<file path="config.mk">
export PLATFORM = sky130hd
export DESIGN_NAME = led_mode_ctrl
export DESIGN_NICKNAME = d
export VERILOG_FILES = /design/src/rtl/led_ctrl_pkg.sv /design/src/rtl/btn_debounce.sv /design/src/rtl/led_mode_ctrl.sv
export SDC_FILE = /design/constraint.sdc
export NUM_CORES = 1
export LEC_CHECK = 0
export CORE_MARGIN = 3
export CORE_UTILIZATION = 55
export CTS_CLUSTER_DIAMETER = 50
export DETAILED_ROUTE_END_ITERATION = 10
export PLACE_DENSITY = 0.79
export REMOVE_ABC_BUFFERS = 1
export SLEW_MARGIN = 10
export SYNTH_ARGS = -nofsm -noshare
export SYNTH_HDL_FRONTEND = slang
export SYNTH_SLANG_ARGS = --single-unit
</file>
<file path="constraint.sdc">
create_clock -name clk -period 2.7 [get_ports clk]
set_input_delay 0.405 -clock clk [delete_from_list [all_inputs] [get_ports clk]]
set_output_delay 0.405 -clock clk [all_outputs]
set_load 0.02 [all_outputs]
</file>
<file path="src/rtl/led_ctrl_pkg.sv">
// Shared types and helpers for the LED mode controller: mode encoding,
// per-mode start patterns and the mode sequencing function.
package led_ctrl_pkg;

    typedef enum logic [2:0] {
        MODE_UP    = 3'd0,
        MODE_DOWN  = 3'd1,
        MODE_SHIFT = 3'd2,
        MODE_BLINK = 3'd3,
        MODE_HOLD  = 3'd4
    } mode_e;

    localparam int unsigned NUM_MODES = 5;

    localparam logic [3:0] PAT_UP_START    = 4'h0;
    localparam logic [3:0] PAT_DOWN_START  = 4'hF;
    localparam logic [3:0] PAT_SHIFT_START = 4'b0001;
    localparam logic [3:0] PAT_BLINK_START = 4'hF;

    // Cyclic advance; any illegal encoding falls back to MODE_UP.
    function automatic mode_e next_mode(input mode_e m);
        int unsigned idx;
        idx = 32'(m);
        if (idx >= NUM_MODES - 1)
            return MODE_UP;
        return mode_e'(3'(idx + 1));
    endfunction

    function automatic logic [3:0] start_pattern(input mode_e m, input logic [3:0] cur);
        case (m)
            MODE_UP:    return PAT_UP_START;
            MODE_DOWN:  return PAT_DOWN_START;
            MODE_SHIFT: return PAT_SHIFT_START;
            MODE_BLINK: return PAT_BLINK_START;
            default:    return cur;
        endcase
    endfunction

endpackage

</file>
<file path="src/rtl/btn_debounce.sv">
// Pushbutton conditioning: 2-FF synchronizer, stable-count debouncer and a
// press strobe that is high in the cycle before the debounced level falls.
module btn_debounce #(
    parameter int unsigned DEBOUNCE_CYCLES = 1_000_000
) (
    input  logic clk,
    input  logic n_rst,
    input  logic btn_n,
    output logic level,
    output logic press
);

    localparam int unsigned CW = $clog2(DEBOUNCE_CYCLES);

    if (DEBOUNCE_CYCLES < 2) begin : g_deb_check
        $error("btn_debounce: DEBOUNCE_CYCLES must be >= 2");
    end

    logic          sync1;
    logic          sync2;
    logic [CW-1:0] cnt;
    logic          settle;

    // settle marks the edge on which the debounced level flips.
    assign settle = (sync2 != level) && (cnt == CW'(DEBOUNCE_CYCLES - 1));
    assign press  = settle && level;

    always_ff @(posedge clk) begin
        if (!n_rst) begin
            sync1 <= 1'b1;
            sync2 <= 1'b1;
            level <= 1'b1;
            cnt   <= '0;
        end else begin
            sync1 <= btn_n;
            sync2 <= sync1;
            if (sync2 == level) begin
                cnt <= '0;
            end else if (settle) begin
                level <= sync2;
                cnt   <= '0;
            end else begin
                cnt <= cnt + CW'(1);
            end
        end
    end

endmodule

</file>
<file path="src/rtl/led_mode_ctrl.sv">
// LED bank controller: tick prescaler, button-driven mode FSM and the 4-bit
// pattern register driving the active-low LED pins.
module led_mode_ctrl
    import led_ctrl_pkg::*;
#(
    parameter int unsigned CLK_FREQ_HZ     = 50_000_000,
    parameter int unsigned TICK_HZ         = 1,
    parameter int unsigned DEBOUNCE_CYCLES = 1_000_000
) (
    input  logic       clk,
    input  logic       n_rst,
    input  logic       btn_n,
    output logic       tick_out,
    output logic [2:0] mode_out,
    output logic [3:0] led_out
);

    localparam int unsigned DIV = CLK_FREQ_HZ / TICK_HZ;
    localparam int unsigned PW  = (DIV > 1) ? $clog2(DIV) : 1;

    if (DIV < 2) begin : g_div_check
        $error("led_mode_ctrl: CLK_FREQ_HZ/TICK_HZ must be >= 2");
    end

    logic          press;
    logic          unused_btn_level;
    logic          tick;
    logic [PW-1:0] presc_q;
    mode_e         mode_q;
    mode_e         mode_d;
    logic [3:0]    pattern_q;
    logic [3:0]    pattern_d;

    btn_debounce #(
        .DEBOUNCE_CYCLES(DEBOUNCE_CYCLES)
    ) u_deb (
        .clk   (clk),
        .n_rst (n_rst),
        .btn_n (btn_n),
        .level (unused_btn_level),
        .press (press)
    );

    assign tick = (presc_q == PW'(DIV - 1));

    // A press restarts the tick period so the new mode gets a full interval.
    always_ff @(posedge clk) begin
        if (!n_rst)
            presc_q <= '0;
        else if (press || tick)
            presc_q <= '0;
        else
            presc_q <= presc_q + PW'(1);
    end

    always_ff @(posedge clk) begin
        if (!n_rst) begin
            mode_q    <= MODE_UP;
            pattern_q <= PAT_UP_START;
        end else begin
            mode_q    <= mode_d;
            pattern_q <= pattern_d;
        end
    end

    always_comb begin
        mode_d    = mode_q;
        pattern_d = pattern_q;
        if (mode_q > MODE_HOLD) begin
            mode_d = MODE_UP;
        end else if (press) begin
            mode_d    = next_mode(mode_q);
            pattern_d = start_pattern(mode_d, pattern_q);
        end else if (tick) begin
            case (mode_q)
                MODE_UP:    pattern_d = pattern_q + 4'd1;
                MODE_DOWN:  pattern_d = pattern_q - 4'd1;
                MODE_SHIFT: pattern_d = {pattern_q[2:0], pattern_q[3]};
                MODE_BLINK: pattern_d = ~pattern_q;
                default:    pattern_d = pattern_q;
            endcase
        end
    end

    assign tick_out = tick;
    assign mode_out = mode_q;
    assign led_out  = ~pattern_q;

endmodule
</file>
; After elaboration in Yosys (flattened, before gate mapping)
; Index checks and enable logic that the tools add are counted.
; W data, S select, Z words.
[word_totals]
ff_bits = 56
elab_cells = 53
out_inout_bits = 8
[op_classes]
add_sub_neg = 5
n_reduce_logical = 13
mux = 11
bitwise_logic = 4
magnitude_cmp = 2
eq_ne = 11
[ops]
columns = cell, count
row1 = $add A26 B1 Y26 const B, 1
row2 = $eq A26 B26 Y1 const B, 1
row3 = $add A20 B1 Y20 const B, 1
row4 = $eq A20 B20 Y1 const B, 1
row5 = $pmux W4 S4, 1
row6 = $eq A3 B2 Y1 const B, 4
row7 = $mux W3, 4
row8 = $pmux W4 S3, 1
row9 = $mux W4, 2
row10 = $eq A3 B1 Y1 const B, 2
row11 = $logic_not A3 Y1, 2
row12 = $reduce_or A2 Y1, 3
row13 = $reduce_bool A5 Y1, 1
row14 = $add A4 B1 Y4 const B, 1
row15 = $ne A4 B2 Y1 const B, 1
row16 = $not A4 Y4, 1
row17 = $reduce_and A4 Y1, 1
row18 = $sub A4 B1 Y4 const B, 1
row19 = $add A3 B1 Y3 const B, 1
row20 = $ge A3 B3 Y1 const B, 1
row21 = $gt A3 B3 Y1 const B, 1
row22 = $mux W1, 3
row23 = $not A1 Y1, 3
row24 = $reduce_or A3 Y1, 1
row25 = other kinds (6), 7

; Longest topological paths before layout
; Gate-level depths: netlist of the first run.
[depth]
word_depth = 12
ltp_mapped = 11
depth_no_buf = 11

; By module
; A second synthesis of the first run with hierarchy kept.
[hier_totals]
cells_unflattened = 328
area_unflattened_um2 = 2826.5
[by_module_without_submodules]
columns = mod, cells_per_inst, seq_area_each_um2, area_per_inst_um2, n_inst
row1 = led_mode_ctrl, 213, 660.6, 1790.5, 1
row2 = btn_debounce, 115, 460.4, 1036.0, 1

; Worst setup path after synthesis of the first run
; No wires, ideal clock.
[synth_path]
path_type = reg2reg
from = reg mode_q[2] (netlist: mode_out[2])
to = reg pattern_q[1]
synth_period_minus_slack_ns = 2.325
stages_incl_launch_ff = 11
slack_ns = 0.375
t_arrival_ns = 2.210
cell_sequence = dfxtp_1 -> clkbuf_1 -> inv_1 -> ha_1 -> clkbuf_1 -> nor4_1 -> a21oi_1 -> nor4b_1 -> mux2_4 -> mux2i_1 -> and2_1
[synth_between]
elab_chain_cells = 11
word_cells_on_any_way = 26
[synth_lines]
columns = item, line_no
row1 = "start, declared", led_mode_ctrl.sv:29  ; mode_e mode_q;
row2 = "start signal, assigned", led_mode_ctrl.sv:61  ; mode_q <= mode_d;
row3 = $ge A3 B3 Y1, led_ctrl_pkg.sv:24  ; if (idx >= NUM_MODES - 1)
row4 = $mux W1, led_ctrl_pkg.sv:24
row5 = $mux W1, led_mode_ctrl.sv:71  ; end else if (press) begin
row6 = $mux W1, led_mode_ctrl.sv:69  ; if (mode_q > MODE_HOLD) begin
row7 = $mux W3, led_ctrl_pkg.sv:26  ; return mode_e'(3'(idx + 1));
row8 = $mux W3, led_mode_ctrl.sv:71
row9 = $mux W3, led_mode_ctrl.sv:69
row10 = $eq A3 B2 Y1 or $eq A3 B1 Y1 (tied branches), led_ctrl_pkg.sv:30  ; case (m)
row11 = $reduce_or A2 Y1 (no source line), -
row12 = $ne A4 B2 Y1 (no source line) or $pmux W4 S3 (tied branches), -
row13 = $reduce_and A4 Y1 (no source line) or $mux W4 (tied branches), -
row14 = "end signal, assigned", led_mode_ctrl.sv:62  ; pattern_q <= pattern_d;
row15 = "end, declared", led_mode_ctrl.sv:31  ; logic [3:0] pattern_q;
; Several ways; a longest one is shown, not always the timed one. The select of a mux whose other input is x is not followed.
; A chain may end at the register's enable or synchronous reset.

; Worst setup path after layout of the first run
[layout_path]
from = reg mode_q[1] (netlist: mode_out[1])
to = reg pattern_q[2]
; The elaborated chain is that of the path after synthesis.

==> impl_metrics.yaml, run 1 <==
drt:
  wl_met1_um: 2370
  wl_per_cell_um: 11.9
  final_antenna_net_count: 0
  highest_layer: "met4"
  wl_met2_um: 2260
  drt_iter0_drc: 128
  firstDrtPassIters: 4
  via_per_inst: 5.36
  wirelength_um: 4870
  vias: 2191
  drc: 0
  wl_met3_um: 168
sta:
  max_slew_margin_pct: 65.3
  fin_setup_tns_ns: 0
  hold_ws_ns: 0.418
  fin_skew_ns: 0.00735
  period_share_pct: 85.5
  rsz0062_at_grt: "false"
  setup_viol: 0
  hold_violations: 0
  worstMarginPinSlew_ns: 0.519
  maxSlewViolCount: 0
  min_period_ns: 2.31
  max_freq_ghz: 0.433
cts:
  cts_setup_buffers: 0
  hold_buffers: 0
  cts_num_sinks: 56
  clk_path_buf_depth: 2
  cts_resized: 0
  cts.clk_slew.worst_paths_ns: 0.10
  cts.htree.levels: 2
  numCtsBuffers: 5
  clkLatencyLatePin_ns: 0.30
  tritoncts: "done"
  cts-root-buf: "clkbuf_8"
synth:
  ys_seq_elements: 56
  synth_cells: 331
  synth_common_cells: "dfxtp_1 (56), nor2_1 (54), xnor2_1 (23)"
  synth_most_common_cell: "dfxtp_1"
  synth_async_sr_flop_share_pct: 0
  synth-main-ff-cell: "dfxtp_1"
  synth_top_cell_by_area: "dfxtp_1"
  syn_area_um2: 2810
  yosysUniqueCellTypes: 41
  yosys-top-cells-area: "dfxtp_1 (40%), nor2_1 (7.2%), xnor2_1 (7.2%), xor2_1 (5.3%), ha_1 (4.0%)"
  syn_avg_cell_area_um2: 8.48
  ys_warn_count: 0
  synth_edf_count: 0
  ys_seq_area_share_pct: 39.9
  synth_top_area_share_pct: 39.9
floorplanning:
  die_w_um: 77.5
  start_util_pct: 58.3
  die_h_um: 77.5
  core.rowCount: 25
  ios: 11
  core_um2: 4820
  die_area_um2: 6000
cells_and_area:
  n_antenna_cell: 0
  seqCellArea_um2: 1120
  nFillCells: 430
  drive_gt1_share_pct: 4.68
  nNetsFinal: 354
  multiInputGateArea_um2: 1560
  area_growth_pct: 10.6
power_and_ir_drop:
  seqPwrFrac_pct: 57.8
  combPwrFrac_pct: 1.9
  netSwitchingFraction_pct: 19.0
  internal_power_mw: 1.17
  clockPowerShare_pct: 40.3
  peakVddDrop_mv: 0.319
  powerDensity_nw_per_um2: 466
  power_switching_mw: 0.275
  p_leak_nw: 1.06
worst_hold_path:
  hold_path_depth: 1
  hold_class: "reg2reg"
global_route:
  gr-usage-all-layers_pct: 17.8
  grt_pass1_wl_um: 8940
  grt_pass1_vias: 2063
  antenna_found_initial: 0
  grt_max_degree: 21
  overflow: 0
worst_setup_path:
  ff2ff_path_depth: 11
  arrival_ns: 2.51
  worstPathMaxFanout: 5
  crit_chain: "inv_1 -> ha_1 -> nand2_1 -> inv_1 -> ha_1 -> xor2_1 -> nor3_1 -> a221o_1 -> mux2_2 -> mux2i_1 -> nor2b_1"
  worst_setup_path_end_kind: "register"
  worstPathRequired_ns: 2.91
  slowest_delay_ns: 0.41
  startpoint_type: "register"
  criticalPathCategory: "reg2reg"
  cp_slowest_cell: "dfxtp_1"
placement:
  io_buffers: 10
  place_congestion: 0.801
  hpwlAfterDp_um: 3460
status:
  run_status: "complete, no violations"
flow_run:
  cap_violations: 0
[metrics by stage]
stage	total power, mW	std cells	cell area [um^2]	setup slack, ns	utilization [%]
final	1.45	409	3100	0.393	64.4
after global placement	0.881	401	2980	0.436	61.8
after CTS	1.47	409	3100	0.0410	64.4
after floorplan	0.868	322	2760	0.472	-
after detailed placement	0.882	401	2980	0.384	61.8
after global routing	1.50	409	3100	0.152	64.4
[routing by layer]
layer	vias up	global-route usage [%]
met5	-	0
met4	0	5.34
met3	7	4.29
met2	34	30.2
met1	1002	22.5
li1	1148	-
[placed cells by master (no fill, tap or decap), types with 6 or more instances in the layout]
| master | n |
|---|---|
| inv_1 | 21 |
| a21oi_1 | 10 |
| o21ai_0 | 8 |
| ha_1 | 9 |
| clkbuf_8 | 7 |
| dfxtp_1 | 56 |
| xnor2_1 | 23 |
| nand2_1 | 17 |
| nor3_1 | 12 |
| nor4_1 | 6 |
| clkdlybuf4s50_1 | 9 |
| nor2b_1 | 6 |
| nand3_1 | 18 |
| or3_1 | 10 |
| xor2_1 | 17 |
| nor2_1 | 54 |
| nand4_1 | 11 |
[power by group through the flow]
stage | Sequential [mW] | Combinational (mW) | Clock, mW
global placement | 0.854 | 0.0272 | 0
CTS | 0.835 | 0.0283 | 0.602
detailed placement | 0.854 | 0.0280 | 0
finish | 0.835 | 0.0276 | 0.583
floorplan | 0.854 | 0.0145 | 0
global route | 0.836 | 0.0320 | 0.631
[layout make-up]
| type | count | area share, % |
|---|---|---|
| clock buffers | 7 | 3.10 |
| clock inverters | 1 | 0.967 |
| inverters | 21 | 2.54 |
| multi-input cells | 245 | 50.4 |
| flip-flops and latches | 56 | 36.1 |
| well taps | 67 | 2.70 |
| repair buffers | 12 | 4.19 |
[sequential cells by signal, summed over array words and instances, names as in the netlist]
register,flops
presc_q,26
mode_out,3
u_deb.sync1,1
u_deb.level,1
u_deb.cnt,20
pattern_q,4
u_deb.sync2,1
[logic make-up (layout without fill, tap and decap cells)]
| family | count (synthesis) | after routing | share of synthesized area, % |
|---|---|---|---|
| xor+xnor | 40 | 40 | 12.5 |
| simple gates | 159 | 159 | 29.3 |
| flops | 56 | 56 | 39.9 |
| mux | 8 | 8 | 3.12 |
| compound gates | 28 | 28 | 6.11 |
| fa+ha+maj | 10 | 10 | 4.72 |
| buf+inv | 30 | 41 | 4.37 |
[critical path, delay by kind of cell (launching register included)]
family / cells / cell delay [ns]
xor+xnor: 1 / 0.17
flops: 1 / 0.41
buf+inv: 2 / 0.18
mux: 2 / 0.39
compound gates: 1 / 0.28
simple gates: 3 / 0.26
fa+ha+maj: 2 / 0.50
[final timing paths]
check,endpoint,startpoint,slack (ns)
setup / recovery,pattern_q[2],mode_out[1],0.39
hold / removal,u_deb.sync2,u_deb.sync1,0.42
setup reg to reg,pattern_q[2],mode_out[1],0.39
hold reg to reg,u_deb.sync2,u_deb.sync1,0.42
Note: power is estimated with default switching activity, not from simulation.
==> run 2: changes to the inputs <==
--- a/config.mk
+++ b/config.mk
@@ -9,6 +9,7 @@
 export CORE_UTILIZATION = 55
 export CTS_CLUSTER_DIAMETER = 50
 export DETAILED_ROUTE_END_ITERATION = 10
+export GPL_TIMING_DRIVEN = 1
 export PLACE_DENSITY = 0.79
 export REMOVE_ABC_BUFFERS = 1
 export SLEW_MARGIN = 10
==> results of run 2 <==
Same layout as run 1: the final DEF is identical, and so are final timing and power.
